==> config.mk <==
export PLATFORM = sky130hd
export DESIGN_NAME = seq_slice_adder
export DESIGN_NICKNAME = d
export VERILOG_FILES = /design/src/rtl/seq_slice_adder.sv
export SDC_FILE = /design/constraint.sdc
export NUM_CORES = 1
export LEC_CHECK = 0
export CORE_MARGIN = 5
export CORE_UTILIZATION = 46
export DETAILED_ROUTE_END_ITERATION = 7
export PLACE_DENSITY_LB_ADDON = 0.12
export SLEW_MARGIN = 30
export SYNTH_ARGS = -nofsm -noshare
export SYNTH_HDL_FRONTEND = slang
export SYNTH_HIERARCHICAL = 1
export SYNTH_SLANG_ARGS = --single-unit
==> constraint.sdc <==
create_clock -name clk -period 3.5 [get_ports clk]
set_clock_uncertainty 0.1 [all_clocks]
set_input_delay 0.525 -clock clk [delete_from_list [all_inputs] [get_ports clk]]
set_output_delay 0.525 -clock clk [all_outputs]
set_load 0.02 [all_outputs]
==> src/rtl/seq_slice_adder.sv <==
// Multi-cycle wide adder: streams NSLICE 8-bit slices through one carry-select
// core, LSB first, with a registered inter-slice carry and valid/ready on both sides.

module csa8 (
    input  logic [7:0] a,
    input  logic [7:0] b,
    input  logic       cin,
    output logic [7:0] sum,
    output logic       cout
);
    logic [4:0] lo;
    logic [4:0] hi0;
    logic [4:0] hi1;

    // Upper nibble is precomputed for both possible carries and selected by the lower carry
    always_comb begin
        lo   = {1'b0, a[3:0]} + {1'b0, b[3:0]} + 5'(cin);
        hi0  = {1'b0, a[7:4]} + {1'b0, b[7:4]};
        hi1  = {1'b0, a[7:4]} + {1'b0, b[7:4]} + 5'd1;
        sum  = {(lo[4] ? hi1[3:0] : hi0[3:0]), lo[3:0]};
        cout = lo[4] ? hi1[4] : hi0[4];
    end
endmodule

module seq_slice_adder #(
    parameter int unsigned NSLICE = 4
) (
    input  logic                  clk,
    input  logic                  rst,
    input  logic                  in_valid,
    output logic                  in_ready,
    input  logic [8*NSLICE-1:0]   in_a,
    input  logic [8*NSLICE-1:0]   in_b,
    input  logic                  in_cin,
    output logic                  out_valid,
    input  logic                  out_ready,
    output logic [8*NSLICE-1:0]   out_sum,
    output logic                  out_cout,
    output logic                  out_ovf
);
    localparam int unsigned W  = 8 * NSLICE;
    localparam int unsigned IW = $clog2(NSLICE);

    typedef enum logic [1:0] {
        S_IDLE = 2'd0,
        S_RUN  = 2'd1,
        S_DONE = 2'd2
    } state_t;

    state_t         state, state_nxt;
    logic [W-1:0]   op_a, op_a_nxt;
    logic [W-1:0]   op_b, op_b_nxt;
    logic           carry, carry_nxt;
    logic [IW-1:0]  idx, idx_nxt;
    logic [W-1:0]   sum_r, sum_nxt;
    logic           cout_r, cout_nxt;
    logic           ovf_r, ovf_nxt;

    logic [IW+2:0]  sh;
    logic [7:0]     core_a;
    logic [7:0]     core_b;
    logic [7:0]     core_sum;
    logic           core_cout;
    logic           idx_last;
    logic           idx_bad;

    assign sh       = {idx, 3'b000};
    assign core_a   = 8'(op_a >> sh);
    assign core_b   = 8'(op_b >> sh);
    assign idx_last = (idx == IW'(NSLICE - 1));
    assign idx_bad  = ({1'b0, idx} >= (IW+1)'(NSLICE));

    csa8 u_core (
        .a    (core_a),
        .b    (core_b),
        .cin  (carry),
        .sum  (core_sum),
        .cout (core_cout)
    );

    // Next-state and datapath update
    always_comb begin
        state_nxt = state;
        op_a_nxt  = op_a;
        op_b_nxt  = op_b;
        carry_nxt = carry;
        idx_nxt   = idx;
        sum_nxt   = sum_r;
        cout_nxt  = cout_r;
        ovf_nxt   = ovf_r;
        case (state)
            S_IDLE: begin
                if (in_valid) begin
                    op_a_nxt  = in_a;
                    op_b_nxt  = in_b;
                    carry_nxt = in_cin;
                    idx_nxt   = '0;
                    state_nxt = S_RUN;
                end
            end
            S_RUN: begin
                if (idx_bad) begin
                    state_nxt = S_IDLE;
                end else begin
                    sum_nxt   = (sum_r & ~(W'(8'hFF) << sh)) | (W'(core_sum) << sh);
                    carry_nxt = core_cout;
                    idx_nxt   = idx + IW'(1);
                    if (idx_last) begin
                        cout_nxt  = core_cout;
                        // carry into the MSB is recovered from the MSB sum bit
                        ovf_nxt   = core_cout ^ (op_a[W-1] ^ op_b[W-1] ^ core_sum[7]);
                        state_nxt = S_DONE;
                    end
                end
            end
            S_DONE: begin
                if (out_ready) begin
                    state_nxt = S_IDLE;
                end
            end
            default: state_nxt = S_IDLE;
        endcase
    end

    always_ff @(posedge clk or posedge rst) begin
        if (rst) begin
            state     <= S_IDLE;
            op_a      <= '0;
            op_b      <= '0;
            carry     <= 1'b0;
            idx       <= '0;
            sum_r     <= '0;
            cout_r    <= 1'b0;
            ovf_r     <= 1'b0;
            in_ready  <= 1'b1;
            out_valid <= 1'b0;
        end else begin
            state     <= state_nxt;
            op_a      <= op_a_nxt;
            op_b      <= op_b_nxt;
            carry     <= carry_nxt;
            idx       <= idx_nxt;
            sum_r     <= sum_nxt;
            cout_r    <= cout_nxt;
            ovf_r     <= ovf_nxt;
            in_ready  <= (state_nxt == S_IDLE);
            out_valid <= (state_nxt == S_DONE);
        end
    end

    assign out_sum  = sum_r;
    assign out_cout = cout_r;
    assign out_ovf  = ovf_r;
endmodule

After elaboration in Yosys (flattened, before gate mapping):

Cells that the tools add are included.

* bits of input ports: 69
* register bits after elaboration: 105
* output and inout port bits: 36
* word-level logic and storage cells: 46

* reductions and logical operators: 6
* $add $sub $neg: 5
* muxes and demuxes: 10
* bitwise operators: 6
* eq/ne operators: 5
* shifts and indexed selects: 4

Operators with widths (number)
* $shr 32x5->8: 2
* $and 32x32->32: 1
* $not 32->32: 1
* $or 32x32->32: 1
* $shl 8x5->32: 1
* $shl 8x5->32 const A: 1
* $add 4x4->5: 2
* $mux 2: 4
* $eq 2x2->1 const B: 3
* $pmux 2 s3: 1
* $reduce_and 2->1: 3
* $add 5x1->5: 1
* $add 5x1->5 const B: 1
* $logic_not 2->1: 2
* $mux 4: 1
* $pmux 2 s2: 1
* $xor 1x1->1: 3
* $add 2x1->2 const B: 1
* $eq 2x1->1 const B: 1
* $mux 1: 2
* $ne 2x2->1 const B: 1
* $pmux 1 s2: 1
* $reduce_bool 2->1: 1

Depth between registers and ports, before layout:

Gate-level depths: netlist of the first run.

* depth after elaboration: 6
* depth in mapped cells: 13
* depth with buffers taken out: 11

Hierarchy:

Netlist of the first run, hierarchy kept.

Modules (own cells, without submodules)
* seq_slice_adder: cells an instance 270, seq. area each 2628.8 µm², instances 1, area an instance 4665.7 µm²
* csa8: cells an instance 47, seq. area each 0.0 µm², instances 1, area an instance 384.1 µm²

Worst setup path after synthesis of the first run:

OpenSTA, ideal clock, no wires.

* kind: register to register
* from: register idx[0]
* to: register ovf_r (netlist: out_ovf)
* slack: 0.224 ns
* arrival: 3.040 ns
* stages on the path, launching flop included: 12
* cell sequence: dfrtp_1 -> buf_2 -> mux4_2 -> ha_1 -> fa_1 -> ha_1 -> nand2_1 -> a2111oi_2 -> xnor2_1 -> xnor2_1 -> xnor2_1 -> o21ai_0

RTL lines
* start: declaration: RTL line 54 `logic [IW-1:0] idx, idx_nxt;`
* start signal: assignment: RTL line 142 `idx <= idx_nxt;`
* $shr 32x5->8 (*): RTL line 68 `assign core_a = 8'(op_a >> sh);`
* named net core_a[4]: RTL line 60 `logic [7:0] core_a;`
* $add 4x4->5 (*): RTL line 18, 19
* $add 5x1->5: RTL line 19 `hi1 = {1'b0, a[7:4]} + {1'b0, b[7:4]} + 5'd1;`
* $mux 1 (*): RTL line 21 `cout = lo[4] ? hi1[4] : hi0[4];`
* named net core_cout: RTL line 63 `logic core_cout;`
* $xor 1x1->1 (*): RTL line 111 `ovf_nxt = core_cout ^ (op_a[W-1] ^ op_b[W-1] ^ core_sum[7]);`
* end signal: assignment: RTL line 145 `ovf_r <= ovf_nxt;`
* end: declaration: RTL line 57 `logic ovf_r, ovf_nxt;`

Mark *: on every way through the listed nets, which the timed path passes. The rest lies on a longest branch.
A chain may end at the register's enable or synchronous reset.

Worst setup path in the final report of the first run:

Same ends and word-level chain as after synthesis.

==> results.sh, run 1 <==
export IMPL_antenna_found_initial=0
export IMPL_max_slew_margin_rel_pct=52.5
export IMPL_syn_area_per_cell_um2=15.9
export IMPL_yosys_area_share_simple_pct=3.94
export IMPL_startpoint_type="register"
export IMPL_core_rowCount=38
export IMPL_dieHeight_um=115
export IMPL_die_area_mm2=0.0132
export IMPL_post_cts_buffers=0
export IMPL_finalHoldViolations=0
export IMPL_leakage_nw=2.82
export IMPL_stdcell_area_mm2=0.00644
export IMPL_via_per_inst=5.19
export IMPL_power_density_mw_per_mm2=1200
export IMPL_clk_path_buf_depth=2
export IMPL_fin_nets=514
export IMPL_finalCriticalPeriod_ns=3.29
export IMPL_whs_ns=0.403
export IMPL_grt_max_degree=58
export IMPL_netlist_top_cells_area="dfrtp_1 (52%), mux2_4 (18%), mux4_2 (7.1%)"
export IMPL_drt_iter0_drc=82
export IMPL_initial_core_util_pct=46.8
export IMPL_worst_slew_pin_slew_ns=0.712
export IMPL_synthXorXnorAreaFrac_pct=1.88
export IMPL_timing_rr_start="idx[0]"
export IMPL_max_cap_violations=0
export IMPL_syn_num_nets=401
export IMPL_synth_edff_count=0
export IMPL_gr_usage_met2_pct=27.9
export IMPL_grt_pass1_vias=3258
export IMPL_crit_buf_inv=1
export IMPL_post_cts_resized=0
export IMPL_ant_nets=0
export IMPL_drc=0
export IMPL_synthMuxAreaShare_pct=26.1
export IMPL_drive_above_1_share_pct=27.8
export IMPL_hold_depth=2
export IMPL_synth_top_area_cell="dfrtp_1"
export IMPL_hpwlAfterDp_mm=8.17
export IMPL_overflow=0
export IMPL_cts_made_buffers=9
export IMPL_synth_top_family_by_area="multiplexers"
export IMPL_use_met1_pct=24.1
export IMPL_cp_top_family="adder cells"
export IMPL_arrival_ns=3.42
export IMPL_num_vias=2985
export IMPL_io_buffers=104
export IMPL_fin_crit_sh_pct=94.0
export IMPL_cp_num_cells=11
export IMPL_hold_path_class="register to register"
export IMPL_track_usage_pct=17.1
export IMPL_grt_util_met3_pct=2.84
export IMPL_diodes=0
export IMPL_postPlaceCellArea_mm2=0.00623
export IMPL_cts_hold_buffers=0
export IMPL_regToRegSetupSlack_ns=0.21
export IMPL_layout_commonest_cell="clkdlybuf4s50_1"
export IMPL_cpPeakStageDelay_ns=0.52
export IMPL_slew_violations=0
export IMPL_root_buffer="clkbuf_8"
export IMPL_cts_tree="built"
export IMPL_setup_worst_path_start="idx[0]"
export IMPL_cts_sinks=105
export IMPL_synth_cells=317
export IMPL_drt_pass1_iterations=4
export IMPL_io_pins=105
export IMPL_syn2layout_area_growth_pct=27.5
export IMPL_dpl_cell_count=559
export IMPL_yosysSeqAreaShare_pct=52.1
export IMPL_synth_top_cell_area_share_pct=51.5
export IMPL_busiest_layer="met2"
export IMPL_reg2reg_depth=11
export IMPL_cp_slowest_cell="mux4_2"
export IMPL_final_cell_mix="clkdlybuf4s50_1 (104), dfrtp_1 (103), mux2_4 (60)"
export IMPL_cts_clk_slew_worst_paths_ns=0.10
export IMPL_wl_per_cell_um=18.5
export IMPL_setup_viol=0
export IMPL_r2r_end="out_ovf"
export IMPL_clkLatencyLatePin_ns=0.36
export IMPL_cp_required_ns=3.62
export IMPL_synth_adder_area_share_pct=4.16
export IMPL_fmax_mhz=304
export IMPL_synth_compound_area_share_pct=7.78
export IMPL_grt_pass1_wl_mm=17.6
export IMPL_worstSetupPathType="register to register"
export IMPL_crit_path_end="out_ovf"
export IMPL_synth_area_mm2=0.00505
export IMPL_ys_seq_elements=105
export IMPL_crit_fanout=13
export IMPL_synth_top_flop_cell="dfrtp_1"
export IMPL_status="completed"
export IMPL_end_kind="register"
export IMPL_htreeDepth=3
export IMPL_ys_async_sr_fraction_pct=100
export IMPL_die_w_um=115
export IMPL_ys_warn_count=6
export IMPL_synth_distinct_cells=40
export IMPL_gp_congestion=0.818
export IMPL_wl_mm=10.6
export IMPL_stdcell_count=575
export IMPL_tns_ns=0
export IMPL_crit_chain="buf_12 -> mux4_2 -> ha_1 -> fa_1 -> ha_1 -> nand2_1 -> a2111oi_4 -> xnor2_2 -> xnor2_1 -> xnor2_1 -> o21ai_0"
export IMPL_vdd_drop_max_uv=509
export IMPL_fp_coreArea_mm2=0.0108
[metrics by stage]
step | power [mW] | utilization (%) | setup WS, ns
2_1_floorplan | 5.67 | - | 0.116
3_5_place_dp | 7.03 | 57.7 | 0.120
4_1_cts | 7.76 | 59.5 | 0.106
5_1_grt | 8.37 | 59.7 | -0.0121
6_report | 7.75 | 59.7 | 0.209
3_3_place_gp | 6.91 | 57.7 | 0.225
[metal layers]
| metal | vias up | part of all wire, % |
|---|---|---|
| met5 | - | 0 |
| met4 | 0 | 1.2 |
| met3 | 10 | 4.9 |
| met2 | 84 | 48 |
| met1 | 1503 | 46 |
| li1 | 1388 | - |
[logic make-up after synthesis]
logic type                 Yosys count
and+or+nand+nor                     30
DFF                                105
muxes                               81
xor gates and xnor gates            10
AOI/OAI and AO/OA                   50
buffers and inverters               26
adders and majority gates           15
[sequential cells by signal, indices dropped and copies added, names as in the netlist]
register,flops
out_sum,32
state,2
out_cout,1
in_ready,1
op_b,32
op_a,32
out_valid,1
idx,2
carry,1
out_ovf,1
[worst min-delay path by stage]
stage,from,slack [ns],endpoint
2_1_floorplan,op_a[26],0.38,op_a[26]
3_3_place_gp,out_cout,0.39,out_cout
3_5_place_dp,out_cout,0.39,out_cout
4_1_cts,out_cout,0.41,out_cout
5_1_grt,out_sum[28],0.43,out_sum[28]
6_report,out_cout,0.40,out_cout
[worst register-to-register path, cell delays in order (launching register included)]
cell	delay, ns
dfrtp_1	0.40
buf_12	0.18
mux4_2	0.52
ha_1	0.24
fa_1	0.52
ha_1	0.18
nand2_1	0.09
a2111oi_4	0.38
xnor2_2	0.17
xnor2_1	0.15
xnor2_1	0.13
o21ai_0	0.09
[cell type report]
cell class                      instances  area, µm²
Fill cell                             872       4350
Sequential cell                       105       2630
Multi-Input combinational cell        186       2230
Timing Repair Buffer                  114       1150
Clock buffer                           10        138
Inverter                               14       57.6
Tap cell                              140        175
Clock inverter                          6       51.3
[synthesized netlist by cell type (all sizes together), types with 2 or more instances]
library cell    n
nor3            4
dfrtp         104
buf            10
nand3           2
o21ai           6
nor2            7
mux4           16
a21oi           7
xor2            3
inv            13
nand2           8
xnor2           7
clkbuf          2
a22o           32
fa              3
ha             12
nand2b          3
mux2           65
[power breakdown]
group | leakage [nW] | switching, mW | total [mW] | internal, mW
Clock | 0.0923 | 0.432 | 0.721 | 0.288
Sequential | 1.26 | 0.431 | 2.27 | 1.84
Combinational | 1.46 | 2.33 | 4.76 | 2.43
No activity file was read; power rests on OpenSTA's default activity.
==> inputs of run 2 (changes only) <==
- CAP_MARGIN: not set -> 15
- CORE_UTILIZATION: 46 -> 47
- clock period: 3.5 -> 4.2 ns (I/O delays scaled with it)
==> results.sh, run 2 (synthesis gave the netlist of run 1 again) <==
export IMPL_wl_per_cell_um=17.9
export IMPL_hpwlAfterDp_mm=7.57
export IMPL_startpoint_type="register"
export IMPL_drt_pass1_iterations=4
export IMPL_fin_crit_sh_pct=81.5
export IMPL_io_buffers=104
export IMPL_fill_cells=837
export IMPL_cts_sinks=105
export IMPL_post_cts_buffers=0
export IMPL_arrival_ns=3.56
export IMPL_crit_fanout=12
export IMPL_gp_congestion=0.745
export IMPL_vdd_drop_max_uv=419
export IMPL_root_buffer="clkbuf_8"
export IMPL_cp_common_cell="xnor2_1"
export IMPL_num_vias=2954
export IMPL_cp_required_ns=4.34
export IMPL_fin_nets=509
export IMPL_finalHoldViolations=0
export IMPL_grt_pass1_vias=3157
export IMPL_seqPwrFrac_pct=30.2
export IMPL_grt_pass1_wl_mm=16.8
export IMPL_ant_nets=0
export IMPL_clkLatencyLatePin_ns=0.37
export IMPL_cts_made_buffers=9
export IMPL_drt_iter0_drc=130
export IMPL_rsz0062_at_grt="no"
export IMPL_dpl_cell_count=550
export IMPL_power_density_mw_per_mm2=989
export IMPL_initial_core_util_pct=48.5
export IMPL_htreeDepth=3
export IMPL_p_clk_share_pct=9.4
export IMPL_slew_violations=0
export IMPL_final_core_util_pct=60.9
export IMPL_cts_clk_slew_worst_paths_ns=0.10
export IMPL_syn2layout_area_growth_pct=25.7
export IMPL_drc=0
export IMPL_clk_path_buf_depth=2
export IMPL_die_w_um=114
export IMPL_grt_max_degree=87
export IMPL_p_int_mw=3.71
export IMPL_end_kind="register"
export IMPL_overflow=0
export IMPL_worst_slew_pin_slew_ns=0.754
export IMPL_max_slew_margin_rel_pct=49.7
export IMPL_pwr_share_comb_pct=60.4
export IMPL_drive_above_1_share_pct=26.5
export IMPL_status="completed"
export IMPL_setup_viol=0
export IMPL_sw_frac_of_total_pct=40.9
export IMPL_dp_worst_setup_slack_ns=0.751
export IMPL_hold_path_class="register to register"
export IMPL_regToRegSetupSlack_ns=0.78
export IMPL_track_usage_pct=16.6
export IMPL_worst_slack_ns=0.778
export IMPL_crit_chain="mux4_2 -> inv_1 -> fa_1 -> fa_1 -> nor2b_1 -> o21ai_1 -> a2111oi_2 -> xnor2_1 -> xnor2_1 -> xnor2_1 -> o21ai_0"
export IMPL_leakage_nw=2.78
export IMPL_max_cap_violations=0
export IMPL_p_sw_mw=2.57
export IMPL_fp_coreArea_mm2=0.0104
export IMPL_wl_mm=10.1
export IMPL_core_rowCount=37
export IMPL_stdcell_count=566
export IMPL_dieHeight_um=114
export IMPL_p_total_mw=6.28
export IMPL_post_cts_resized=0
export IMPL_die_area_mm2=0.0129
export IMPL_fmax_mhz=292
export IMPL_cts_tree="built"
export IMPL_cpPeakStageDelay_ns=0.71
export IMPL_diodes=0
export IMPL_cp_slowest_cell="dfrtp_1"
export IMPL_io_pins=105
export IMPL_worstSetupPathType="register to register"
export IMPL_antenna_found_initial=0
export IMPL_tns_ns=0
export IMPL_final_cell_mix="dfrtp_1 (104), clkdlybuf4s50_1 (104), mux2_4 (60)"
export IMPL_finalCriticalPeriod_ns=3.42
export IMPL_cts_hold_buffers=0
export IMPL_via_per_inst=5.22
-- run 2: cell types whose count changed in the layout (fill, tap and decap cells not counted), sizes merged --
cell,change
clkinvlp,-1
inv,+2
clkbuf,-1
buf,-5
-- run 2: final timing paths --
path | startpoint | to | cells past startpoint
hold / removal | out_cout | out_cout | 2
hold reg to reg | out_cout | out_cout | 2
max in group asynchronous | rst | out_sum[5] | 3
setup reg to reg | idx[1] | out_ovf | 11
setup / recovery | idx[1] | out_ovf | 11
min in group asynchronous | rst | op_a[8] | 2
-- run 2: stage by stage --
step / cell area (µm²) / hold slack (ns)
floorplan: 5050 / 0.375
global placement: 6160 / 0.369
detailed placement: 6160 / 0.370
CTS: 6350 / 0.394
global route: 6350 / 0.424
finish: 6350 / 0.386
-- run 2: power groups by stage --
stage,combinational (mW),clock [mW],sequential [mW]
6_report,3.79,0.592,1.89
5_1_grt,4.18,0.648,1.96
4_1_cts,3.85,0.609,1.90
3_5_place_dp,3.84,0,1.92
3_3_place_gp,3.76,0,1.91
2_1_floorplan,2.77,0,1.95
-- run 2: worst max-delay path: cells and delay by family, from the launching register on --
family | cells | cell delay [ns]
mux | 1 | 0.31
flops | 1 | 0.71
buf+inv | 1 | 0.06
xor+xnor | 3 | 0.53
compound gates | 3 | 0.60
simple gates | 1 | 0.13
fa+ha+maj | 2 | 0.86
-- run 2: cell type report --
class                      instances  area (µm²)  share of cell area (%)
clock buffer                       9         124                    1.95
tap                              136         170                    2.68
timing repair buffer             109        1090                    17.2
multi-input combinational        186        2210                    34.9
clock inverter                     7        58.8                   0.926
inverter                          14        60.1                   0.946
sequential                       105        2630                    41.4
-- run 2: routing by layer --
metal	part of all wire, %	vias up	GRT usage, %
met3	4.7	13	3.50
li1	-	1381	-
met1	46	1472	22.9
met2	47	88	26.5
met5	0	-	0
met4	1.4	0	5.05
==> inputs of run 3 (changes only) <==
- clock period: 4.2 -> 3.31 ns (I/O delays scaled with it)
==> results.sh, run 3 (synthesis gave the netlist of run 1 again) <==
export IMPL_root_buffer="clkbuf_8"
export IMPL_grt_pass1_wl_mm=17.2
export IMPL_r2r_end="out_ovf"
export IMPL_hold_depth=1
export IMPL_gp_congestion=0.826
export IMPL_startpoint_type="register"
export IMPL_tns_ns=0
export IMPL_diodes=0
export IMPL_num_vias=2998
export IMPL_fmax_mhz=319
export IMPL_die_area_mm2=0.0129
export IMPL_worstSetupPathType="register to register"
export IMPL_hold_path_class="register to register"
export IMPL_syn2layout_area_growth_pct=28.7
export IMPL_power_density_mw_per_mm2=1290
export IMPL_ant_nets=0
export IMPL_vdd_drop_max_uv=586
export IMPL_cpPeakStageDelay_ns=0.53
export IMPL_initial_core_util_pct=48.5
export IMPL_timing_rr_start="idx[0]"
export IMPL_stdcell_area_mm2=0.00650
export IMPL_postPlaceCellArea_mm2=0.00627
export IMPL_worst_slew_pin_slew_ns=0.585
export IMPL_cts_hold_buffers=0
export IMPL_wl_per_cell_um=18.4
export IMPL_final_cell_mix="clkdlybuf4s50_1 (104), dfrtp_1 (103), mux2_4 (60)"
export IMPL_die_w_um=114
export IMPL_leakage_nw=2.84
export IMPL_drt_iter0_drc=104
export IMPL_crit_fanout=4
export IMPL_cts_made_buffers=9
export IMPL_antenna_found_initial=0
export IMPL_drive_above_1_share_pct=29.2
export IMPL_setup_worst_path_start="idx[0]"
export IMPL_grt_pass1_vias=3251
export IMPL_track_usage_pct=17.1
export IMPL_crit_buf_inv=1
export IMPL_cts_sinks=105
export IMPL_dieHeight_um=114
export IMPL_htreeDepth=3
export IMPL_end_kind="register"
export IMPL_slew_violations=0
export IMPL_overflow=0
export IMPL_hold_path_end="out_sum[14]"
export IMPL_via_per_inst=5.21
export IMPL_max_cap_violations=0
export IMPL_drc=0
export IMPL_setup_viol=0
export IMPL_hpwlAfterDp_mm=8.04
export IMPL_stdcell_count=575
export IMPL_drt_pass1_iterations=4
export IMPL_fin_nets=518
export IMPL_cp_num_cells=11
export IMPL_core_rowCount=37
export IMPL_status="completed"
export IMPL_hp_start="out_sum[14]"
export IMPL_fin_crit_sh_pct=94.7
export IMPL_cp_slowest_cell="fa_1"
export IMPL_finalHoldViolations=0
export IMPL_arrival_ns=3.26
export IMPL_p_total_mw=8.42
export IMPL_layout_commonest_cell="clkdlybuf4s50_1"
export IMPL_cts_tree="built"
export IMPL_wl_mm=10.6
export IMPL_clk_path_buf_depth=2
export IMPL_grt_max_degree=106
export IMPL_crit_chain="buf_4 -> mux4_2 -> ha_1 -> fa_1 -> ha_1 -> nand2_1 -> a2111oi_4 -> xnor2_2 -> xnor2_1 -> xnor2_1 -> o21ai_0"
export IMPL_cp_required_ns=3.44
export IMPL_finalCriticalPeriod_ns=3.14
export IMPL_cts_clk_slew_worst_paths_ns=0.10
export IMPL_clkLatencyLatePin_ns=0.36
export IMPL_io_pins=105
export IMPL_max_slew_margin_rel_pct=60.8
export IMPL_io_buffers=104
export IMPL_reg2reg_depth=11
export IMPL_regToRegSetupSlack_ns=0.17
export IMPL_dpl_cell_count=559
export IMPL_fp_coreArea_mm2=0.0104
export IMPL_cp_top_family="adder cells"
-- run 3: timing repair --
action,in CTS,in global routing
resized for setup,0,6
setup buffers,0,0
pin swaps,1,3
cloned,0,0
setup endpoints to repair,1,2
-- run 3: how the worst max path moves through the flow --
| stage | to | slack, ns |
|---|---|---|
| final | out_ovf | 0.17 |
| after floorplan | out_ovf | 0.03 |
| after CTS | out_ovf | 0.03 |
| after detailed placement | out_ovf | 0.02 |
| after global routing | out_ovf | -0.006 |
| after global placement | out_ovf | 0.1 |
-- run 3: through the flow --
stage          hold WS, ns  worst slack (ns)  util [%]
4_1_cts              0.417            0.0291      62.1
5_1_grt              0.430          -0.00568      62.4
6_report             0.413             0.174      62.4
2_1_floorplan        0.375            0.0344         -
3_3_place_gp         0.391            0.0953      60.2
3_5_place_dp         0.392            0.0203      60.2
-- run 3: per-layer routing --
metal,vias to the layer above,track usage (%),share of wire [%]
li1,1392,-,-
met1,1513,23.7,45
met2,78,27.9,49
met3,15,2.97,4.5
met4,0,5.05,1.5
met5,-,0,0
-- run 3: cell type report --
cell class	count	area, µm²
Sequential cell	105	2630
Inverter	14	58.8
Clock buffer	9	124
Timing Repair Buffer	118	1200
Multi-Input combinational cell	186	2240
Tap cell	136	170
Fill cell	825	3920
Clock inverter	7	78.8
-- run 3: where the power goes --
part / switching [mW] / internal [mW] / total, mW / leakage, nW
registers: 0.460 / 1.95 / 2.41 / 1.26
logic: 2.47 / 2.73 / 5.20 / 1.48
clock network: 0.456 / 0.358 / 0.814 / 0.0977
total: 3.38 / 5.03 / 8.42 / 2.84
-- run 3: worst register-to-register path, stage by stage, from the launching register on --
cell and delay [ns]:
dfrtp_1 0.40, buf_4 0.16, mux4_2 0.51, ha_1 0.25, fa_1 0.53, ha_1 0.17
nand2_1 0.09, a2111oi_4 0.26, xnor2_2 0.17, xnor2_1 0.15, xnor2_1 0.13, o21ai_0 0.09
